[src/rtl/mmio_fifo_pkg.sv]
// mmio_fifo_pkg
//   Shared defaults and width typedefs for the MMIO data FIFO slice.
//   FIFO_WIDTH_DEF / FIFO_DEPTH_DEF : default word width and entry count
//   fifo_ptr_t / fifo_cnt_t         : pointer and occupancy types for the defaults
//   ptr_width() / cnt_width()       : width helpers for non-default DEPTH
package mmio_fifo_pkg;

   localparam int unsigned FIFO_WIDTH_DEF = 64;
   localparam int unsigned FIFO_DEPTH_DEF = 8;

   localparam int unsigned PTR_W_DEF = $clog2(FIFO_DEPTH_DEF);
   localparam int unsigned CNT_W_DEF = $clog2(FIFO_DEPTH_DEF + 1);

   typedef logic [PTR_W_DEF-1:0] fifo_ptr_t;
   typedef logic [CNT_W_DEF-1:0] fifo_cnt_t;

   function automatic int unsigned ptr_width(input int unsigned depth);
      return $clog2(depth);
   endfunction

   function automatic int unsigned cnt_width(input int unsigned depth);
      return $clog2(depth + 1);
   endfunction

endpackage

[src/rtl/mmio_data_fifo_if.sv]
// mmio_data_fifo_if
//   Push/pop/status bundle between the MMIO decode (master) and the FIFO (slave).
//   wr_en, wr_data      : push request and payload
//   rd_en               : pop request
//   rd_data             : head-of-queue word (0 when empty)
//   full, empty, count  : occupancy status
//   err_clr, overflow, underflow : sticky error flags, only with MMIO_FIFO_ERR_EN
interface mmio_data_fifo_if
   import mmio_fifo_pkg::*;
#(
   parameter int unsigned WIDTH = FIFO_WIDTH_DEF,
   parameter int unsigned DEPTH = FIFO_DEPTH_DEF
);

   localparam int unsigned CNT_W = cnt_width(DEPTH);

   logic             wr_en;
   logic [WIDTH-1:0] wr_data;
   logic             rd_en;
   logic [WIDTH-1:0] rd_data;
   logic             full;
   logic             empty;
   logic [CNT_W-1:0] count;
`ifdef MMIO_FIFO_ERR_EN
   logic             err_clr;
   logic             overflow;
   logic             underflow;
`endif

   modport master (
      output wr_en, wr_data, rd_en,
`ifdef MMIO_FIFO_ERR_EN
      output err_clr,
      input  overflow, underflow,
`endif
      input  rd_data, full, empty, count
   );

   modport slave (
      input  wr_en, wr_data, rd_en,
`ifdef MMIO_FIFO_ERR_EN
      input  err_clr,
      output overflow, underflow,
`endif
      output rd_data, full, empty, count
   );

endinterface

[src/rtl/mmio_fifo_mem.sv]
// mmio_fifo_mem
//   DEPTH x WIDTH register array, synchronous write, asynchronous read.
//   Storage is deliberately not reset; validity is tracked by the FIFO count.
//   clk           : write clock
//   we/waddr/wdata: write port
//   raddr/rdata   : combinational read port
module mmio_fifo_mem
   import mmio_fifo_pkg::*;
#(
   parameter int unsigned WIDTH = FIFO_WIDTH_DEF,
   parameter int unsigned DEPTH = FIFO_DEPTH_DEF,
   localparam int unsigned PTR_W = ptr_width(DEPTH)
) (
   input  logic             clk,
   input  logic             we,
   input  logic [PTR_W-1:0] waddr,
   input  logic [WIDTH-1:0] wdata,
   input  logic [PTR_W-1:0] raddr,
   output logic [WIDTH-1:0] rdata
);

   logic [WIDTH-1:0] mem [DEPTH];

   always_ff @(posedge clk) begin
      if (we) begin
         mem[waddr] <= wdata;
      end
   end

   assign rdata = mem[raddr];

endmodule

[src/rtl/mmio_data_fifo.sv]
// mmio_data_fifo
//   First-word-fall-through data FIFO behind an MMIO data register.
//   clk   : single clock, rising edge
//   rst_n : asynchronous active-low reset
//   bus   : mmio_data_fifo_if.slave (push/pop, data, status)
//   Optional feature macro MMIO_FIFO_ERR_EN adds sticky overflow/underflow
//   flags and their err_clr input; without it those signals do not exist.
module mmio_data_fifo
   import mmio_fifo_pkg::*;
#(
   parameter int unsigned WIDTH = FIFO_WIDTH_DEF,
   parameter int unsigned DEPTH = FIFO_DEPTH_DEF
) (
   input logic              clk,
   input logic              rst_n,
   mmio_data_fifo_if.slave  bus
);

   localparam int unsigned PTR_W = ptr_width(DEPTH);
   localparam int unsigned CNT_W = cnt_width(DEPTH);

   localparam logic [CNT_W-1:0] CNT_FULL = CNT_W'(DEPTH);
   localparam logic [CNT_W-1:0] CNT_ONE  = CNT_W'(1);
   localparam logic [PTR_W-1:0] PTR_ONE  = PTR_W'(1);

   logic [PTR_W-1:0] wr_ptr_q;
   logic [PTR_W-1:0] rd_ptr_q;
   logic [CNT_W-1:0] count_q;
   logic [WIDTH-1:0] mem_rdata;

   logic full_s;
   logic empty_s;
   logic push;
   logic pop;

   assign full_s  = (count_q == CNT_FULL);
   assign empty_s = (count_q == '0);

   // A pop frees a slot in the same edge, so a push while full is accepted
   // whenever it coincides with a pop.
   assign pop  = bus.rd_en & ~empty_s;
   assign push = bus.wr_en & (~full_s | pop);

   always_ff @(posedge clk or negedge rst_n) begin
      if (!rst_n) begin
         wr_ptr_q <= '0;
         rd_ptr_q <= '0;
         count_q  <= '0;
      end else begin
         if (push) begin
            wr_ptr_q <= wr_ptr_q + PTR_ONE;
         end
         if (pop) begin
            rd_ptr_q <= rd_ptr_q + PTR_ONE;
         end
         if (push && !pop) begin
            count_q <= count_q + CNT_ONE;
         end else if (pop && !push) begin
            count_q <= count_q - CNT_ONE;
         end
      end
   end

   mmio_fifo_mem #(
      .WIDTH (WIDTH),
      .DEPTH (DEPTH)
   ) u_mem (
      .clk   (clk),
      .we    (push),
      .waddr (wr_ptr_q),
      .wdata (bus.wr_data),
      .raddr (rd_ptr_q),
      .rdata (mem_rdata)
   );

   // Storage is unreset, so the head word is masked to 0 whenever empty.
   assign bus.rd_data = empty_s ? '0 : mem_rdata;
   assign bus.full    = full_s;
   assign bus.empty   = empty_s;
   assign bus.count   = count_q;

`ifdef MMIO_FIFO_ERR_EN
   logic overflow_q;
   logic underflow_q;
   logic ovf_set;
   logic udf_set;

   assign ovf_set = bus.wr_en & ~push;
   assign udf_set = bus.rd_en & empty_s;

   // Set wins over a same-cycle clear so no error event is lost.
   always_ff @(posedge clk or negedge rst_n) begin
      if (!rst_n) begin
         overflow_q  <= 1'b0;
         underflow_q <= 1'b0;
      end else begin
         overflow_q  <= ovf_set | (overflow_q  & ~bus.err_clr);
         underflow_q <= udf_set | (underflow_q & ~bus.err_clr);
      end
   end

   assign bus.overflow  = overflow_q;
   assign bus.underflow = underflow_q;
`endif

endmodule
[src/flat_wrapper.sv]
// flat-port wrapper written by rule: the top's interface ports become plain ports
module mmio_data_fifo_flat import mmio_fifo_pkg::*;
#(
   parameter int unsigned WIDTH = FIFO_WIDTH_DEF,
   parameter int unsigned DEPTH = FIFO_DEPTH_DEF
)
  (clk, rst_n, bus_wr_en, bus_wr_data, bus_rd_en, bus_rd_data, bus_full, bus_empty, bus_count);
  mmio_data_fifo_if #(.WIDTH(WIDTH), .DEPTH(DEPTH)) bus_i ();
  input logic clk;
  input logic rst_n;
  input wire logic [$bits(bus_i.wr_en)-1:0] bus_wr_en;
  input wire logic [$bits(bus_i.wr_data)-1:0] bus_wr_data;
  input wire logic [$bits(bus_i.rd_en)-1:0] bus_rd_en;
  output wire logic [$bits(bus_i.rd_data)-1:0] bus_rd_data;
  output wire logic [$bits(bus_i.full)-1:0] bus_full;
  output wire logic [$bits(bus_i.empty)-1:0] bus_empty;
  output wire logic [$bits(bus_i.count)-1:0] bus_count;
  assign bus_i.wr_en = bus_wr_en;
  assign bus_i.wr_data = bus_wr_data;
  assign bus_i.rd_en = bus_rd_en;
  assign bus_rd_data = bus_i.rd_data;
  assign bus_full = bus_i.full;
  assign bus_empty = bus_i.empty;
  assign bus_count = bus_i.count;
  mmio_data_fifo #(.WIDTH(WIDTH), .DEPTH(DEPTH)) u_core (.clk(clk), .rst_n(rst_n), .bus(bus_i));
endmodule
[config.mk]
export PLATFORM = sky130hd
export DESIGN_NAME = mmio_data_fifo_flat
export DESIGN_NICKNAME = d
export VERILOG_FILES = /design/src/rtl/mmio_fifo_pkg.sv /design/src/rtl/mmio_data_fifo_if.sv /design/src/rtl/mmio_fifo_mem.sv /design/src/rtl/mmio_data_fifo.sv /design/src/flat_wrapper.sv
export SDC_FILE = /design/constraint.sdc
export NUM_CORES = 1
export LEC_CHECK = 0
export CORE_MARGIN = 2
export CORE_UTILIZATION = 57
export DETAILED_ROUTE_END_ITERATION = 16
export DONT_BUFFER_PORTS = 1
export PLACE_DENSITY = 0.73
export SLEW_MARGIN = 20
export SYNTH_ARGS = -nofsm -noshare
export SYNTH_HDL_FRONTEND = slang
export SYNTH_SLANG_ARGS = --single-unit
export TNS_END_PERCENT = 1
[constraint.sdc]
create_clock -name clk -period 7.25 [get_ports clk]
set_input_delay 1.45 -clock clk [delete_from_list [all_inputs] [get_ports clk]]
set_output_delay 1.45 -clock clk [all_outputs]
set_load 0.02 [all_outputs]
[Yosys cells after proc, flatten, opt, wreduce, memory -nomap -nowiden]
Memory sizes are Yosys's and may differ from the RTL's.
Index checks and enable logic that the tools add are counted.
Storage, ports and cells
  register bits after elaboration: 10
  memory bits (writable): 512
  output and inout bits: 70
  memories kept: 1
  bits of input ports: 68
Memory list
  u_core.u_mem.mem: words 8, width 64, read ports 1, clocked after Yosys merged registers in 0, write ports 1, line mmio_fifo_mem.sv:22  | logic [WIDTH-1:0] mem [DEPTH];
Cells by class
  reduce and logical (&&, ||, !) cells: 6
  $add $sub $neg: 4
  muxes and demuxes: 5
  equality and inequality tests: 1
  bitwise operators: 5
Operators with widths (count)
  2-to-1 mux 64 bit: 1
  2-to-1 mux 4 bit: 2
  adder 3 x 1 -> 3 bit, second input constant: 2
  adder 4 x 1 -> 4 bit, second input constant: 1
  == test 4 bit, second input constant: 1
  zero test 4 bit: 1
  subtractor 4 x 1 -> 4 bit, second input constant: 1
  AND 1 bit: 2
  logical AND 1 bit: 2
  zero test 1 bit: 2
  2-to-1 mux 1 bit: 2
  NOT 1 bit: 2
  nonzero test 2 bit: 1
  OR 1 bit: 1

[Longest topological paths before layout]
Gate-level depths: netlist of the first run.
  word-level depth: 9
  mapped depth: 9

[Cells and area by module]
A second synthesis of the first run with hierarchy kept.
Unflattened totals
  cells, all modules: 874
  area total of the unflattened synthesis: 20322.0 µm²
Modules (own cells, without submodules)
  mmio_fifo_mem: times used 1, seq. area each 15374.7 µm², cells each 752, area each 19266.0 µm²
  mmio_data_fifo: times used 1, seq. area each 250.2 µm², cells each 122, area each 1056.0 µm²

[Worst setup path after synthesis of the first run]
No wires, ideal clock.
  path type: input -> register
  start: input bus_rd_en
  end: memory u_core.u_mem.mem[0][0] (netlist name) (enable)
  setup time: 0.644 ns
  required time: 6.606 ns
  cell stages on the path: 2
  arrival time: 7.618 ns
  path slack: -1.011 ns
  path through: o21ai_2 -> nor4_1
On the way
  cells in the longest elaborated chain, start to end: 5
Ends and longest elaborated chain
  start: declaration: line flat_wrapper.sv:13  | input wire logic [$bits(bus_i.rd_en)-1:0] bus_rd_en;
  AND 1 bit: line mmio_data_fifo.sv:41  | assign pop = bus.rd_en & ~empty_s;
  OR 1 bit: line mmio_data_fifo.sv:42  | assign push = bus.wr_en & (~full_s | pop);
  AND 1 bit: line mmio_data_fifo.sv:42
  2-to-1 mux 1 bit: line mmio_fifo_mem.sv:25  | if (we) begin
  2-to-1 mux 1 bit (implied by the code): line mmio_fifo_mem.sv:26  | mem[waddr] <= wdata;
  end: declaration: line mmio_fifo_mem.sv:22
Every way passes these cells.

[Worst setup path in the final report of the first run]
  start: register u_core.count_q[0], in the netlist u_core.bus.count[0]
  end: output bus_rd_data[16]
On the way
  cells in the longest elaborated chain, start to end: 2
Ends and longest elaborated chain
  start: declaration: line mmio_data_fifo.sv:28  | logic [CNT_W-1:0] count_q;
  start signal: assignment: line mmio_data_fifo.sv:57  | count_q <= count_q + CNT_ONE;
  start signal: assignment: line mmio_data_fifo.sv:59  | count_q <= count_q - CNT_ONE;
  zero test 4 bit: line mmio_data_fifo.sv:37  | assign empty_s = (count_q == '0);
  via bus_empty: line flat_wrapper.sv:16  | output wire logic [$bits(bus_i.empty)-1:0] bus_empty;
  2-to-1 mux 64 bit: line mmio_data_fifo.sv:77  | assign bus.rd_data = empty_s ? '0 : mem_rdata;
  end: declaration: line flat_wrapper.sv:14  | output wire logic [$bits(bus_i.rd_data)-1:0] bus_rd_data;
The timed path passes the listed nets, and every way through them passes these cells.

==> results.txt, run 1 <==
- Summed over all instances, the cell type with the most area after synthesis is sky130_fd_sc_hd__edfxtp_1.
- Critical path capture point type: output port
- The clock passes through at most 3 buffers.
- # diodes: 0
- Using the TritonRoute via totals, the vias-per-cell ratio works out to 6.35.
- Synthesis produced a netlist whose cell count is 810.
- The initial antenna violation count was 0.
- Share of post-route cells with drive strength above 1: 27.0%
- Worst setup slack before clock tree synthesis: 3010 ps
- The synthesized design devotes to its leading area cell type 77.9% of total area.
* Length of the first detailed-routing pass in iterations: 5
- Post-route non-filler standard cell count: 1,334
* Max-Slew Margin vs Limit: 37.6%
- Async set-reset flop share out of synthesis: 1.92%
- For this design, the CTS-stage hold fixing added 0 buffers.
* Slowest cell on crit path: sky130_fd_sc_hd__nor2_4
- Synthesis-to-layout area growth: 11.2%
- Summed over all failing endpoints, the final setup total negative slack is 0 ps.
* Largest net degree at the start of global routing: 82
* TritonCTS clock tree: built
* Unrepaired setup endpoints after global routing: false
- Wire length of the first global-routing pass: 56,800 um
* Share of the yosys chip area belonging to registers: 79.2%
- The cell sitting at the root of the clock tree is a sky130_fd_sc_hd__clkbuf_16.
- After the last flow step, the layout net total stands at 916.
- After floorplanning, the core was divided into 68 placement rows.
* Slack of the worst reg-to-reg path: 3900 ps
- Clock slew seen by the registers of the worst setup and hold paths: 60 ps
- Critical path class: reg -> out
- The final critical path takes up 65.8% of the cycle.
- Largest incremental delay on the critical path: 720 ps
* Detail Route Antenna Nets: 0
- For this run, design rule violations remaining after detail routing come to 0.
* Number of endpoints with negative hold slack in the final report: 0
- Worst setup path endpoint: bus_rd_data[16]
* EDFF count, synth: 512
- Kind of cell adding the most delay to the critical path: simple AND/OR/NAND/NOR gates
- During I/O placement, the number of pins put on the boundary was 138.
- Via count of the first global-routing pass: 9,165
- Buffers inserted during post-CTS setup optimization: 0
* Count of final setup violators: 0
* CP Max Fanout: 37
- Buffers inserted during clock tree synthesis total 51.
- Together, buffers and inverters on the worst path number 2.
- GRT Total Usage: 21.6%
* Number of distinct standard cells referenced by the synthesized netlist: 33
- Post-route worst hold slack: 577 ps
- Biggest area contributors in the synthesized netlist: sky130_fd_sc_hd__edfxtp_1 (78%), sky130_fd_sc_hd__mux4_2 (15%), sky130_fd_sc_hd__a22o_1 (2.7%), sky130_fd_sc_hd__dfrtp_1 (1.3%), sky130_fd_sc_hd__buf_8 (0.46%)
- The final-report max-slew violation count is 0.
- The worst setup path is launched from a flop.
* Reported max-cap violation count: 0
* Initial Util: 57.6%
- DRC marker count from the first detailed-route iteration: 765
- The library cell used most frequently in the layout, excluding fill and tap cells, is sky130_fd_sc_hd__edfxtp_1.
- Pwr dens: 427 mW/mm^2
- Among all flip-flop cells after synthesis, the most frequent one is sky130_fd_sc_hd__edfxtp_1.
* Number of filler instances in the final layout: 2,166
- For the worst flop-to-flop path, the logic depth is 9.
- Result of the run: completed
* Post-CTS sizing: 0
* Count of input and output buffers: 0
* End of the worst register-to-register path: u_core.bus.count[3]$_DFFE_PN0P_
* Static Leak: 6.93 nW
- Horizontal extent of the die: 190 um
- Leaving out fill and tap cells, the most frequent cells in the layout are sky130_fd_sc_hd__edfxtp_1 (512), sky130_fd_sc_hd__mux4_2 (128), sky130_fd_sc_hd__a22o_1 (60).
* Clock insertion delay at the later pin of the skew report: 560 ps
- For this block, the routed nets add up to 38,000 um of wire.
- Counting I/O delays and the setup requirement, the final critical path takes 4770 ps.
- FF/Latch Area: 0.0156 sq mm
- Worst-path cell chain: or4_4 -> inv_1 -> nor2_4 -> buf_4 -> a22o_1
- Placeable Area: 0.0343 sq mm
- HPWL Detailed: 20,500 um
- Startpoint of the worst register-to-register path: u_core.bus.count[0]$_DFFE_PN0P_
- Start point of the critical path: u_core.bus.count[0]$_DFFE_PN0P_
* Setup Skew: 18.8 ps
- Total overflow reported by the global router: 0
- Detailed routing inserted a total of 8,473 vias.
- In the final layout, the multi-input gates occupy 0.00390 sq mm.
* Area of the die: 0.0361 sq mm
- Highest Clock Rate: 0.210 GHz
- Count of cell instances traversed by the critical path: 5
* DP Cell Count: 1,243
- Seq cells post-synth: 522
* Routability congestion estimate from global placement: 0.736
- Averaged over all synthesized cells, the footprint is 24.4 sq um.
* Critical path data arrival time: 3320 ps
- Post-synthesis instance area: 0.0197 sq mm
- At the pin with the least slew margin, the transition time is 936 ps.
- In the post-route analysis, the smallest setup slack over all paths is 2480 ps.
* Worst-case vdd ir drop: 0.000408 V
- During synthesis, Yosys emitted a total of 0 warnings.
- Counting every net in the synthesized netlist gives 884.
- The tree built by TritonCTS fans out to 522 sinks.
* Average wire per standard cell: 28.5 um
* Data required time of the critical path: 5800 ps
- Die height: 190 um
- In this run the worst hold path is classified as in -> async.
* CTS HTree Levels: 2
==> cells in the mapped netlist, types with 5 or more instances <==
cell type and instances:
sky130_fd_sc_hd__a22o_1 60, sky130_fd_sc_hd__buf_2 16, sky130_fd_sc_hd__buf_8 6, sky130_fd_sc_hd__clkbuf_1 18, sky130_fd_sc_hd__dfrtp_1 10, sky130_fd_sc_hd__edfxtp_1 512
sky130_fd_sc_hd__ha_1 5, sky130_fd_sc_hd__mux4_2 128, sky130_fd_sc_hd__nor3_1 5, sky130_fd_sc_hd__xnor2_1 6
==> state kept, by name, summed over array words and instances (netlist names) <==
name,cells
u_core.rd_ptr_q,3
u_core.u_mem.mem,512
u_core.wr_ptr_q,3
u_core.bus.count,4
==> final cells by class <==
class | instances | area share (%)
well taps | 455 | 2.59
multi-input cells | 242 | 17.8
flip-flops and latches | 522 | 71.2
clock buffers | 64 | 6.23
inverters | 4 | 0.0684
repair buffers | 21 | 0.981
clock inverters | 26 | 1.12
==> worst min-delay path by stage <==
stage | from | to | depth (start not counted)
after floorplan | u_core.rd_ptr_q[2]$_DFFE_PN0P_ | u_core.rd_ptr_q[2]$_DFFE_PN0P_ | 1
after global routing | rst_n | u_core.rd_ptr_q[0]$_DFFE_PN0P_ | 0
final | rst_n | u_core.rd_ptr_q[0]$_DFFE_PN0P_ | 0
after detailed placement | u_core.rd_ptr_q[2]$_DFFE_PN0P_ | u_core.rd_ptr_q[2]$_DFFE_PN0P_ | 1
after global placement | u_core.rd_ptr_q[2]$_DFFE_PN0P_ | u_core.rd_ptr_q[2]$_DFFE_PN0P_ | 1
after CTS | rst_n | u_core.rd_ptr_q[0]$_DFFE_PN0P_ | 0
==> logic make-up (layout without fill, tap and decap cells) <==
kind of cell / after synthesis / in the layout / share of synthesized area [%]
buffers and inverters: 46 / 115 / 1.40
AOI/OAI and AO/OA: 73 / 73 / 3.19
DFF: 522 / 522 / 79.2
xor gates and xnor gates: 6 / 6 / 0.266
adders and majority gates: 6 / 6 / 0.418
muxes: 132 / 132 / 14.8
and+or+nand+nor: 25 / 25 / 0.729
==> per-stage QoR <==
step,cell area [sq um],power [W],utilization [%]
2_1_floorplan,19700,0.00634,-
3_3_place_gp,20300,0.00681,59.1
3_5_place_dp,20300,0.00693,59.2
4_1_cts,21900,0.00947,63.9
5_1_grt,21900,0.00973,64.0
6_report,21900,0.00936,64.0
==> per-layer routing <==
metal | routed length (um) | part of all wire [%] | global-route usage, % | vias to the layer above
li1 | - | - | - | 3576
met1 | 14800 | 39 | 28.4 | 4490
met2 | 19100 | 50 | 35.7 | 332
met3 | 3070 | 8.1 | 6.05 | 75
met4 | 1000 | 2.6 | 6.44 | 0
met5 | 0 | 0 | 0 | -
==> power breakdown <==
group / internal, W / leakage (nW) / switching [W]
sequential: 0.00380 / 4.77 / 0.000255
combinational: 0.00111 / 1.37 / 0.00166
clock: 0.00150 / 0.789 / 0.00103
total: 0.00642 / 6.93 / 0.00295
Note: power is estimated with default switching activity, not from simulation.
==> inputs of run 2 (changes only) <==
- CORE_UTILIZATION: 57 -> 60
- PLACE_DENSITY: 0.73 -> 0.74
- clock period: 7.25 -> 4.5 ns (I/O delays scaled with it)
==> results.txt, run 2 (synthesis gave the netlist of run 1 again) <==
- Worst path buffer plus inverter count: 2 (unchanged)
- Share of post-route cells with drive strength above 1: 26.6% (was 27.0%)
* Critical path data arrival time: 2830 ps (was 3320 ps)
* Highest Clock Rate: 0.268 GHz
- TritonCTS clock tree: built (unchanged)
* Number of flip-flops in the largest register: 512 (unchanged)
* Number of antenna violations at the first check in global routing: 0 (unchanged)
- The maximum buffer depth of the clock tree came to 3 (unchanged).
- The worst relative slew slack was 26.0% (was 37.6%).
- The number of clock buffers inserted by TritonCTS came to 51 (unchanged).
* Slowest cell on crit path: sky130_fd_sc_hd__or4_4 (was sky130_fd_sc_hd__nor2_4)
- Post-detailed-route via-to-cell ratio: 6.43 (was 6.35)
* Reported max-cap violation count: 0 (unchanged)
- The number of top-level pins is 138 (unchanged).
- Length of the first detailed-routing pass in iterations: 5 (unchanged)
- The peak per-stage delay on the critical path is 610 ps (was 720 ps).
- Critical path class: reg -> out (unchanged)
* Final period util: 83.0%
- The setup-violating endpoint count in the final report is 0 (unchanged).
* Clock insertion delay at the later pin of the skew report: 550 ps (was 560 ps)
* Data required time of the critical path: 3600 ps (was 5800 ps)
* Most common cell after layout, fill and taps aside: sky130_fd_sc_hd__edfxtp_1 (unchanged)
* TritonCTS Sinks: 522 (unchanged)
* # nets final: 912 (was 916)
- The overall fraction of global-route tracks in use came to 22.2% (was 21.6%).
- Die height: 185 um (was 190 um)
- Worst-case vdd ir drop: 0.000957 V (was 0.000408 V)
- Result of the run: completed (unchanged).
* Wire length of the first global-routing pass: 55,000 um (was 56,800 um)
- Most frequent cells in the layout: sky130_fd_sc_hd__edfxtp_1 (512), sky130_fd_sc_hd__mux4_2 (128), sky130_fd_sc_hd__a22o_1 (60) (unchanged).
- Count of input and output buffers: 0 (unchanged)
- # diodes: 0 (unchanged)
- The gate family responsible for the most delay along the worst path was simple AND/OR/NAND/NOR gates (unchanged).
- Static Leak: 6.93 nW (about the same)
* Final WL: 36,600 um (was 38,000 um)
- The number of rows created at floorplan was 66 (was 68).
- The final weighted congestion of routability-driven global placement is 0.749 (was 0.736).
* HPWL Detailed: 19,700 um (was 20,500 um)
* Unrepaired setup endpoints after global routing: false (unchanged)
- DRC marker count from the first detailed-route iteration: 730 (was 765)
* Worst-path cell chain: or4_4 -> inv_1 -> nor2_4 -> buf_4 -> a22o_1 (unchanged)
- Post-route total power: 0.0152 W (was 0.00936 W)
- The standard cell core area was 0.0325 sq mm (was 0.0343 sq mm).
* CP Max Fanout: 64 (was 37)
- Critical path capture point type: output port (unchanged)
* Buffers inserted during post-CTS setup optimization: 0 (unchanged)
- Largest net degree at the start of global routing: 65 (was 82)
* Area of the die: 0.0344 sq mm (was 0.0361 sq mm)
- The ratio of total power to cell area came to 692 mW/mm^2 (was 427 mW/mm^2).
- The initial standard-cell utilization of the core came to 60.8% (was 57.6%).
- Clock slew seen by the registers of the worst setup and hold paths: 60 ps (about the same)
- The startpoint class of the critical path was a flop (unchanged).
- The detailed-route via count was 8,471 (was 8,473).
- Register with the most flip-flops: u_core.u_mem.mem (unchanged)
* Post-CTS sizing: 0 (unchanged)
- The deepest level of the CTS H-tree was 2 (unchanged).
- Minimum clock period: 3730 ps
* Horizontal extent of the die: 185 um (was 190 um)
* Average wire per standard cell: 27.8 um (was 28.5 um)
- The worst hold slack is 40.5 ps (was 577 ps).
* Final routed DRC violation total: 0 (unchanged)
* Buffer cell driving the clock tree root: sky130_fd_sc_hd__clkbuf_16 (unchanged)
- Count of hold buffers inserted by post-cts repair: 0 (unchanged)
* Max-slew violations: 0 (unchanged)
- The number of global-route vias before repair was 9,030 (was 9,165).
* Slew @ Worst Pin: 1110 ps (was 936 ps)
- Number of endpoints with negative hold slack in the final report: 0 (unchanged)
- Detail Route Antenna Nets: 0 (unchanged)
- The final clock skew was 22.5 ps (was 18.8 ps).
- Synthesis-to-layout area growth: 11.3% (was 11.2%)
* Hold/Removal Path Class: in -> async (unchanged)
- Total overflow reported by the global router: 0 (unchanged)
[run 2: final cells by class]
cell class / instances / area [sq um]
sequential: 522 / 15600
fill: 1943 / 10500
multi-input combinational: 242 / 3900
clock buffer: 73 / 1420
tap: 442 / 553
clock inverter: 18 / 256
timing repair buffer: 17 / 190
inverter: 4 / 15.0
[run 2: report_power, final]
| part | total, W | leakage [nW] | switching, W | internal, W |
|---|---|---|---|---|
| registers | 0.00657 | 4.77 | 0.000439 | 0.00613 |
| logic | 0.00441 | 1.35 | 0.00260 | 0.00181 |
| clock network | 0.00421 | 0.814 | 0.00163 | 0.00258 |
| total | 0.0152 | 6.93 | 0.00467 | 0.0105 |
[run 2: final timing paths]
check                           slack, ps                       startpoint  cells after the start                                to
worst max-delay path                  770  u_core.bus.count[0]$_DFFE_PN0P_                      5                    bus_rd_data[5]
worst min-delay path                   40                            rst_n                      0   u_core.bus.count[3]$_DFFE_PN0P_
worst max register to register       1200  u_core.bus.count[0]$_DFFE_PN0P_                      9   u_core.bus.count[3]$_DFFE_PN0P_
worst min register to register        570   u_core.rd_ptr_q[2]$_DFFE_PN0P_                      1    u_core.rd_ptr_q[2]$_DFFE_PN0P_
max in group asynchronous            4380                            rst_n                      0    u_core.rd_ptr_q[0]$_DFFE_PN0P_
min in group clk                      440                   bus_wr_data[7]                      0  u_core.u_mem.mem[4][7]$_DFFE_PP_
[run 2: through the flow]
stage / cells / instance area (sq um) / setup WS [ps] / util, % / TNS [ps]
floorplan: 810 / 19700 / -1490 / - / -412110
global placement: 1226 / 20300 / 1400 / 62.5 / 0
detailed placement: 1226 / 20300 / 1250 / 62.5 / 0
CTS: 1317 / 21900 / 760 / 67.6 / 0
global route: 1318 / 22000 / 690 / 67.7 / 0
finish: 1318 / 22000 / 766 / 67.7 / 0
[run 2: metal layers]
layer | share of wire (%) | track usage (%) | vias to the layer above | wire, um
met5 | 0 | 0 | - | 0
met4 | 1.7 | 5.52 | 0 | 619
met3 | 6.6 | 4.62 | 52 | 2420
met2 | 52 | 37.0 | 324 | 18900
met1 | 40 | 30.5 | 4516 | 14700
li1 | - | - | 3579 | -
